--- src/rtl/slave_pkg.sv ---
// Shared constants and types for the slave_pack beat packer.
package slave_pkg;

    localparam int NUM_DEF   = 8;
    localparam int RATIO_DEF = 4;

    function automatic int cw_f(input int ratio);
        return $clog2(ratio + 1);
    endfunction

    typedef enum logic {
        EMPTY,
        FILL
    } fill_st_t;

endpackage

--- src/rtl/pack_out_reg.sv ---
// Output word register with valid/ready hold and a wrapping word counter.
module pack_out_reg
    import slave_pkg::*;
#(
    parameter int W  = 32,
    parameter int CW = 3
) (
    input  logic          clk,
    input  logic          rst,
    input  logic          load,
    input  logic [W-1:0]  load_data,
    input  logic [CW-1:0] load_bytes,
    input  logic          out_ready,
    output logic          out_valid,
    output logic [W-1:0]  data_out,
    output logic [CW-1:0] out_bytes,
    output logic [15:0]   word_cnt,
    output logic          free
);

    logic          valid_q, valid_d;
    logic [W-1:0]  data_q, data_d;
    logic [CW-1:0] bytes_q, bytes_d;
    logic [15:0]   word_cnt_q, word_cnt_d;

    assign free = !valid_q || out_ready;

    always_comb begin
        valid_d    = valid_q;
        data_d     = data_q;
        bytes_d    = bytes_q;
        word_cnt_d = word_cnt_q;
        if (valid_q && out_ready) begin
            valid_d    = 1'b0;
            word_cnt_d = word_cnt_q + 16'd1;
        end
        // A load in the drain cycle overrides the clear: back-to-back words
        if (load) begin
            valid_d = 1'b1;
            data_d  = load_data;
            bytes_d = load_bytes;
        end
    end

    always_ff @(posedge clk or posedge rst) begin
        if (rst) begin
            valid_q    <= 1'b0;
            data_q     <= '0;
            bytes_q    <= '0;
            word_cnt_q <= '0;
        end else begin
            valid_q    <= valid_d;
            data_q     <= data_d;
            bytes_q    <= bytes_d;
            word_cnt_q <= word_cnt_d;
        end
    end

    assign out_valid = valid_q;
    assign data_out  = data_q;
    assign out_bytes = bytes_q;
    assign word_cnt  = word_cnt_q;

endmodule

--- src/rtl/slave_pack.sv ---
// Packs RATIO little-endian NUM-bit beats into one word; flush emits a
// zero-padded partial word.
module slave_pack
    import slave_pkg::*;
#(
    parameter int NUM   = NUM_DEF,
    parameter int RATIO = RATIO_DEF,
    parameter int CW    = cw_f(RATIO)
) (
    input  logic                 clk,
    input  logic                 rst,
    input  logic                 valid,
    output logic                 ready,
    input  logic [NUM-1:0]       data_in,
    input  logic                 flush,
    output logic                 out_valid,
    input  logic                 out_ready,
    output logic [NUM*RATIO-1:0] data_out,
    output logic [CW-1:0]        out_bytes,
    output logic [15:0]          word_cnt
);

    localparam int W = NUM * RATIO;

    logic [W-1:0]  acc_q, acc_d, acc_w;
    logic [CW-1:0] cnt_q, cnt_d, cnt_w;
    logic          flush_pend_q, flush_pend_d;
    logic          free, xfer, last, complete, flush_take;
    logic          load;
    logic [W-1:0]  load_data;
    logic [CW-1:0] load_bytes;
    fill_st_t      st;

    assign st    = (cnt_q == '0) ? EMPTY : FILL;
    assign last  = (cnt_q == CW'(RATIO - 1));
    assign ready = !flush_pend_q && (!last || free);
    assign xfer  = valid && ready;

    assign complete   = xfer && last;
    assign flush_take = flush && (cnt_q != '0 || xfer) && !complete;

    always_comb begin
        acc_w = acc_q;
        cnt_w = cnt_q;
        if (xfer) begin
            acc_w[int'(cnt_q)*NUM +: NUM] = data_in;
            cnt_w = cnt_q + CW'(1);
        end
    end

    always_comb begin
        acc_d        = acc_q;
        cnt_d        = cnt_q;
        flush_pend_d = flush_pend_q;
        load         = 1'b0;
        load_data    = '0;
        load_bytes   = '0;
        // ready already guarantees a free output for the completing beat
        if (complete) begin
            load       = 1'b1;
            load_data  = acc_w;
            load_bytes = CW'(RATIO);
            acc_d      = '0;
            cnt_d      = '0;
        end else if (flush_pend_q) begin
            if (free) begin
                load         = 1'b1;
                load_data    = acc_q;
                load_bytes   = cnt_q;
                acc_d        = '0;
                cnt_d        = '0;
                flush_pend_d = 1'b0;
            end
        end else if (flush_take) begin
            if (free) begin
                load       = 1'b1;
                load_data  = acc_w;
                load_bytes = cnt_w;
                acc_d      = '0;
                cnt_d      = '0;
            end else begin
                acc_d        = acc_w;
                cnt_d        = cnt_w;
                flush_pend_d = 1'b1;
            end
        end else if (xfer) begin
            acc_d = acc_w;
            cnt_d = cnt_w;
        end
    end

    always_ff @(posedge clk or posedge rst) begin
        if (rst) begin
            acc_q        <= '0;
            cnt_q        <= '0;
            flush_pend_q <= 1'b0;
        end else begin
            acc_q        <= acc_d;
            cnt_q        <= cnt_d;
            flush_pend_q <= flush_pend_d;
        end
    end

    pack_out_reg #(
        .W  (W),
        .CW (CW)
    ) u_out (
        .clk        (clk),
        .rst        (rst),
        .load       (load),
        .load_data  (load_data),
        .load_bytes (load_bytes),
        .out_ready  (out_ready),
        .out_valid  (out_valid),
        .data_out   (data_out),
        .out_bytes  (out_bytes),
        .word_cnt   (word_cnt),
        .free       (free)
    );

    a_pend_has_data: assert property (
        @(posedge clk) disable iff (rst) flush_pend_q |-> st == FILL
    );

endmodule

--- config.mk ---
export PLATFORM = sky130hd
export DESIGN_NAME = slave_pack
export DESIGN_NICKNAME = d
export VERILOG_FILES = /design/src/rtl/slave_pkg.sv /design/src/rtl/pack_out_reg.sv /design/src/rtl/slave_pack.sv
export SDC_FILE = /design/constraint.sdc
export NUM_CORES = 1
export LEC_CHECK = 0
export CAP_MARGIN = 20
export CORE_MARGIN = 3
export CORE_UTILIZATION = 33
export DETAILED_ROUTE_END_ITERATION = 8
export GPL_ROUTABILITY_DRIVEN = 0
export PLACE_DENSITY = 0.61
export RECOVER_POWER = 50
export SLEW_MARGIN = 0
export SYNTH_ARGS = -nofsm -noshare
export SYNTH_HDL_FRONTEND = slang
export SYNTH_HIERARCHICAL = 1
export SYNTH_SLANG_ARGS = --single-unit
export TNS_END_PERCENT = 10
--- constraint.sdc ---
create_clock -name clk -period 4.7 [get_ports clk]
set_input_delay 0.94 -clock clk [delete_from_list [all_inputs] [get_ports clk]]
set_output_delay 0.94 -clock clk [all_outputs]
set_load 0.1 [all_outputs]
Word-level counts from Yosys, hierarchy flattened
Index checks and enable logic that the tools add are counted.
{"block": "totals", "ff_bits": 88, "inputBits": 13, "elab_cells": 65}
{"block": "classes", "n_addsub": 3, "eq_ne": 2, "shifts": 2, "mux": 34, "n_reduce_logical": 17}
{"operator": "2-to-1 mux 32 bit", "count": 12}
{"operator": "2-to-1 mux 3 bit", "count": 12}
{"operator": "negation 6 -> 33 bit", "count": 1}
{"operator": "variable shift 8 x 33 -> 32 bit, first input constant", "count": 1}
{"operator": "indexed part select 8 x 33 -> 32 bit", "count": 1}
{"operator": "bitwise mux 32 bit", "count": 1}
{"operator": "adder 16 x 1 -> 16 bit, second input constant", "count": 1}
{"operator": "2-to-1 mux 1 bit", "count": 9}
{"operator": "logical AND 1 bit", "count": 6}
{"operator": "logical NOT 1 bit", "count": 4}
{"operator": "nonzero test 4 bit", "count": 1}
{"operator": "adder 3 x 1 -> 3 bit, second input constant", "count": 1}
{"operator": "== test 3 x 2 -> 1 bit, second input constant", "count": 1}
{"operator": "logical OR 1 bit", "count": 3}
{"operator": "!= test 3 x 1 -> 1 bit, second input constant", "count": 1}
{"operator": "nonzero test 3 bit", "count": 1}
{"operator": "AND reduction 2 bit", "count": 1}
{"operator": "nonzero test 2 bit", "count": 1}

Longest topological paths before layout
Gate-level depths: netlist (run 1).
{"block": "logic_depth", "ltp_word": 12, "depth_mapped": 10, "depth_no_buf": 8}

Modules after synthesis
Netlist (run 1), hierarchy kept.
{"mod": "slave_pack", "n_inst": 1, "cells_each": 225, "area_per_inst_um2": 2339.7}
{"mod": "pack_out_reg", "n_inst": 1, "cells_each": 137, "area_per_inst_um2": 2040.7}

Least setup slack after synthesis (run 1)
OpenSTA, ideal clock, no wires.
{"block": "synth_timing", "path_kind": "input port to output port", "from": "input out_ready", "to": "output ready", "arrival_ns": 2.531, "required_ns": 3.760, "slack_ns": 1.229, "path_stages": 4, "path_cell_list": "nand2b_1 -> buf_4 -> nor2b_1 -> nor2_1"}
{"block": "synth_via", "elab_chain_len": 3}
{"item": "from (decl)", "line_no": "slave_pack.sv:17", "rtl": "input logic out_ready,"}
{"item": "logical OR 1 bit", "line_no": "pack_out_reg.sv:26", "rtl": "assign free = !valid_q || out_ready;"}
{"item": "logical OR 1 bit", "line_no": "slave_pack.sv:36", "rtl": "assign ready = !flush_pend_q && (!last || free);"}
{"item": "logical AND 1 bit", "line_no": "slave_pack.sv:36"}
{"item": "to (decl)", "line_no": "slave_pack.sv:13", "rtl": "output logic ready,"}
Every way passes these cells.

Final worst setup path (run 1)
{"block": "layout_timing", "from": "input out_ready", "to": "output ready"}
{"block": "layout_via", "elab_chain_len": 3}
{"item": "logical OR 1 bit", "line_no": "pack_out_reg.sv:26"}
{"item": "named net free", "line_no": "slave_pack.sv:28", "rtl": "logic free, xfer, last, complete, flush_take;"}
{"item": "logical OR 1 bit", "line_no": "slave_pack.sv:36"}
{"item": "logical AND 1 bit", "line_no": "slave_pack.sv:36"}
The timed path passes the listed nets, and every way through them passes these cells.

==> results of run 1 <==
==> registers in the layout, indices dropped and copies added, names as in the netlist <==
signal           count
flush_pend_q         1
u_out/data_out      32
u_out/out_valid      1
cnt_q                3
acc_q               32
u_out/word_cnt      16
u_out/out_bytes      3
==> per-stage QoR <==
step,total power (W),hold slack [ns],std cells,worst slack [ns]
2_1_floorplan,0.00202,0.467,362,1.23
3_5_place_dp,0.00234,0.462,583,1.09
5_1_grt,0.00319,0.498,599,0.618
6_report,0.00304,0.469,599,1.19
3_3_place_gp,0.00231,0.466,582,1.16
4_1_cts,0.00307,0.474,599,1.23
==> logic make-up after synthesis <==
family                   after synthesis
AND/OR/NAND/NOR                       92
XOR/XNOR                              15
flip-flops                            88
buffers and inverters                 28
multiplexers                          39
AO/OA/AOI/OAI                         93
adder cells (fa/ha/maj)                7
==> cells in the mapped netlist, types with 2 or more instances <==
| master | n | area share (%) |
|---|---|---|
| and4_1 | 3 | 0.60 |
| nand4_1 | 12 | 1.7 |
| mux2_2 | 37 | 9.5 |
| and3_1 | 3 | 0.43 |
| ha_1 | 7 | 2.0 |
| nand2b_1 | 6 | 0.86 |
| buf_2 | 10 | 1.1 |
| inv_1 | 6 | 0.51 |
| nor3_4 | 5 | 1.9 |
| o21ai_1 | 4 | 0.46 |
| o2111ai_1 | 8 | 1.6 |
| a22o_1 | 50 | 10 |
| nor2_1 | 9 | 0.77 |
| mux2i_1 | 2 | 0.46 |
| a221o_1 | 8 | 1.8 |
| o211a_1 | 9 | 2.1 |
| nand3_2 | 2 | 0.46 |
| o21ai_0 | 3 | 0.34 |
| buf_1 | 10 | 0.86 |
| nand2_1 | 23 | 2.0 |
| nand3_1 | 15 | 1.7 |
| nor2b_1 | 3 | 0.43 |
| nor3_2 | 4 | 0.91 |
| dfrtp_1 | 88 | 50 |
| and2_1 | 2 | 0.29 |
| xor2_1 | 5 | 1.0 |
| xnor2_1 | 10 | 2.0 |
| o211ai_2 | 3 | 0.86 |
==> cell type report <==
| class | instances | share of cell area, % |
|---|---|---|
| multi-input cells | 246 | 37.2 |
| repair buffers | 71 | 12.6 |
| clock buffers | 13 | 4.77 |
| inverters | 6 | 0.413 |
| flip-flops and latches | 88 | 40.4 |
| clock inverters | 3 | 0.734 |
| well taps | 172 | 3.94 |
==> worst paths after layout <==
kind                                    start                  to  slack (ns)  cells past startpoint
min                        u_out/word_cnt[15]  u_out/word_cnt[15]        0.47                      1
min reg2reg                u_out/word_cnt[15]  u_out/word_cnt[15]        0.47                      1
min in group asynchronous                 rst  u_out/data_out[18]        1.18                      2
max in group asynchronous                 rst   u_out/data_out[6]        1.20                      3
max                                 out_ready               ready        1.19                      5
max reg2reg                          cnt_q[0]   u_out/data_out[2]        1.75                      8
==> power by group <==
part           switching (W)  leakage (nW)  internal (W)
combinational       0.000982          1.18      0.000369
sequential          0.000108          1.21      0.000858
clock               0.000283         0.150      0.000439
total                0.00137          2.54       0.00167
==> worst max-delay path, stage by stage <==
cell and delay (ns):
dlygate4sd3_1 0.60, nand2b_1 0.39, nor2b_1 0.14, nor2_1 0.18
buf_4 0.32
==> metal layers <==
metal | vias to the layer above | track usage [%] | share of wire (%)
met3 | 13 | 3.54 | 5.6
met1 | 1662 | 21.4 | 46
li1 | 1503 | - | -
met2 | 105 | 24.8 | 47
met5 | - | 0 | 0
met4 | 0 | 4.76 | 1.5
==> metrics.cfg, run 1 <==
[cts]
h-tree-depth = 3
path_clk_slew_ns = 0.06
cts_made_buffers = 9
insertion_delay_ns = 0.34
post_cts_buffers = 0
clockRootBuffer = clkbuf_16
cts.sinks = 88
tritoncts = done
post_cts_resized = 0
ctsHoldBuffers = 0
clockBufferDepth = 2

[placement]
io_buffers = 65
hpwl_um = 7610
post_dp_cell_area_sq_um = 5200

[route]
vias_per_cell = 5.48
wl_per_cell_um = 18.4
first_pass_iters = 4
drc = 0
antenna_left = 0
dr.first_iter.drc_count = 165
wirelength_um = 11000
vias = 3283

[layout]
seq_area_sq_um = 2200
finalInstanceArea_sq_um = 5460
utilization_pct = 42.7
fill_cells = 1237
layout_commonest_cell = dfrtp_1
final_cell_mix = dfrtp_1, clkdlybuf4s50_1, a22o_1
layout.nets = 442
diodes = 0
drive_above_1_share_pct = 16.6
synthToLayoutAreaGrowth_pct = 24.5
multiInputGateArea_sq_um = 2030

[setup_path]
critPathRequiredTime_ns = 3.76
path_class = primary input to output pin
crit_path_end_kind = output pin
crit_arrival_ns = 2.57
crit_path_max_fanout = 10
worst_setup_path_start_kind = primary input

[global_routing]
gr-total-overflow = 0
antenna_found_initial = 0
grt_pass1_wl_um = 18000
grtUsageTotal_pct = 15.6
first_global_vias = 3332
grt_max_degree = 37

[floorplanning]
floorplan.die_area_sq_um = 14700
die_h_um = 121
start_util_pct = 34.3
std_cell_rows = 41
boundaryPins = 66
fp.dieW_um = 121
coreArea_sq_um = 12800

[sta]
max_slew.worst_pin.slew_ns = 2.06
rsz0062_at_grt = false
finalSetupViolations = 0
fin_skew_ns = 0.00877
max_freq_mhz = 285
final.min_clock_period_ns = 3.51
finalHoldViolCount = 0
drv_slew = 74
totalNegativeSetupSlack_ns = 0
max-slew-margin-rel_pct = -37.2
post-route-period-util_pct = 74.7

[synth]
syn_nets = 382
postSynthAreaPerCell_sq_um = 12.1
synth_compound_area_share_pct = 19.0
synthDistinctLibCells = 43
synth_simple_gate_area_share_pct = 13.0
synth_xor_area_share_pct = 3.00
synth_top_family_by_area = compound AO/OA/AOI/OAI gates
synthArstFlopShare_pct = 100
yosysSeqAreaShare_pct = 50.3
synthCells = 362
ys_dominant_reg_cell = dfrtp_1
synthAdderAreaFrac_pct = 2.00
synth_edf_count = 0
ys_ff_latch = 88
synth_area_sq_um = 4380
muxShareOfSynthArea_pct = 9.97
ys_warn_count = 6

[power]
ir_drop_mv = 0.266
p_leak_nw = 2.54
powerDensity_nw_per_um2 = 557

[status]
violations = capacitance limit, slew limit
outcome = complete, but fails checks

[min_path]
hp-class = flip-flop to flip-flop

[flow_run]
maxCapViolCount = 2

Power figures use the tool's default switching activity.
==> run 2, diff against run 1 <==
clock period = 3.6 ns   (was 4.7 ns; I/O delays follow)
==> run 2 against run 1 <==
  * The flow still finishes with violations (capacitance limit, slew limit)
  * Power increased by 32%
  * Worst setup slack worse by 0.70 ns
  * Largest power group unchanged
  * Die area is the same
==> metrics.cfg, run 2 (same netlist as run 1, synthesis figures left out) <==
[status]
outcome = complete, but fails checks
violations = capacitance limit, slew limit

[layout]
synthToLayoutAreaGrowth_pct = 25.8
multiInputGateArea_sq_um = 2030
final_cell_mix = dfrtp_1, clkdlybuf4s50_1, a22o_1
utilization_pct = 43.1
layout_commonest_cell = dfrtp_1
fill_cells = 1217
seq_area_sq_um = 2200
diodes = 0
drive_above_1_share_pct = 17.4
layout.nets = 447

[sta]
max_slew.worst_pin.slew_ns = 2.08
drv_slew = 37
post-route-period-util_pct = 86.4
rsz0062_at_grt = false
final.min_clock_period_ns = 3.11
finalHoldViolCount = 0
totalNegativeSetupSlack_ns = 0
max-slew-margin-rel_pct = -38.9
finalSetupViolations = 0
fin_skew_ns = 0.00672
max_freq_mhz = 321

[route]
drc = 0
vias_per_cell = 5.46
dr.first_iter.drc_count = 190
wl_per_cell_um = 18.2
wirelength_um = 11000
first_pass_iters = 4
vias = 3297
antenna_left = 0

[power]
p_leak_nw = 2.56
ir_drop_mv = 0.313
powerDensity_nw_per_um2 = 728

[cts]
h-tree-depth = 3
post_cts_buffers = 0
clockRootBuffer = clkbuf_16
cts_made_buffers = 9
ctsHoldBuffers = 0
tritoncts = done
post_cts_resized = 0
cts.sinks = 88
clockBufferDepth = 2
path_clk_slew_ns = 0.06
insertion_delay_ns = 0.34

[placement]
io_buffers = 65
hpwl_um = 7560

[setup_path]
crit_path_end_kind = output pin
worst_setup_path_start_kind = primary input
crit_path_max_fanout = 10
crit_arrival_ns = 2.39
path_class = primary input to output pin
r2r_setup_slack_ns = 0.75
critPathRequiredTime_ns = 2.88

[global_routing]
grtUsageTotal_pct = 15.7
grt_max_degree = 37
antenna_found_initial = 0
first_global_vias = 3321
grt_pass1_wl_um = 17900
gr-total-overflow = 0

[min_path]
hp-class = flip-flop to flip-flop

[floorplanning]
die_h_um = 121
fp.dieW_um = 121
std_cell_rows = 41
start_util_pct = 34.3
floorplan.die_area_sq_um = 14700
coreArea_sq_um = 12800
boundaryPins = 66

[flow_run]
maxCapViolCount = 1

## run 2: final timing paths
check                                   start  depth (start not counted)                  to
setup / recovery                    out_ready                          5               ready
hold / removal             u_out/word_cnt[15]                          1  u_out/word_cnt[15]
setup reg to reg                     cnt_q[0]                          8   u_out/data_out[2]
hold reg to reg            u_out/word_cnt[15]                          1  u_out/word_cnt[15]
max in group asynchronous                 rst                          3           acc_q[30]
min in group asynchronous                 rst                          2  u_out/data_out[21]
## run 2: area by class of cell
type | count | area share, %
well taps | 172 | 3.91
repair buffers | 76 | 13.3
clock inverters | 4 | 0.954
clock buffers | 12 | 4.65
flip-flops and latches | 88 | 40.0
inverters | 6 | 0.409
multi-input cells | 246 | 36.8
## run 2: layer usage
layer	wire (um)	vias up	share of wire [%]	global-route usage, %
met5	0	-	0	0
met4	197	0	1.8	5.18
met3	701	12	6.4	4.76
met2	5000	118	46	23.8
met1	5060	1647	46	21.6
li1	-	1520	-	-
## run 2: critical path: stages
cell and delay [ns]:
dlygate4sd3_1 0.60, nand2b_1 0.41, nor2b_1 0.14, nor2_1 0.29
buf_12 0.22
## run 2: metrics by stage
stage	std cells	instance area [sq um]	hold WS (ns)	setup slack, ns	power, W
2_1_floorplan	362	4380	0.467	0.392	0.00264
3_3_place_gp	588	5240	0.465	0.515	0.00306
3_5_place_dp	588	5240	0.463	0.468	0.00309
4_1_cts	604	5550	0.475	0.567	0.00407
5_1_grt	604	5510	0.496	0.358	0.00422
6_report	604	5510	0.469	0.489	0.00401
## run 2: where the power goes
group	switching, W	leakage [nW]	internal [W]
clock	0.000382	0.141	0.000576
sequential	0.000140	1.21	0.00112
combinational	0.00129	1.20	0.000507
total	0.00181	2.56	0.00220
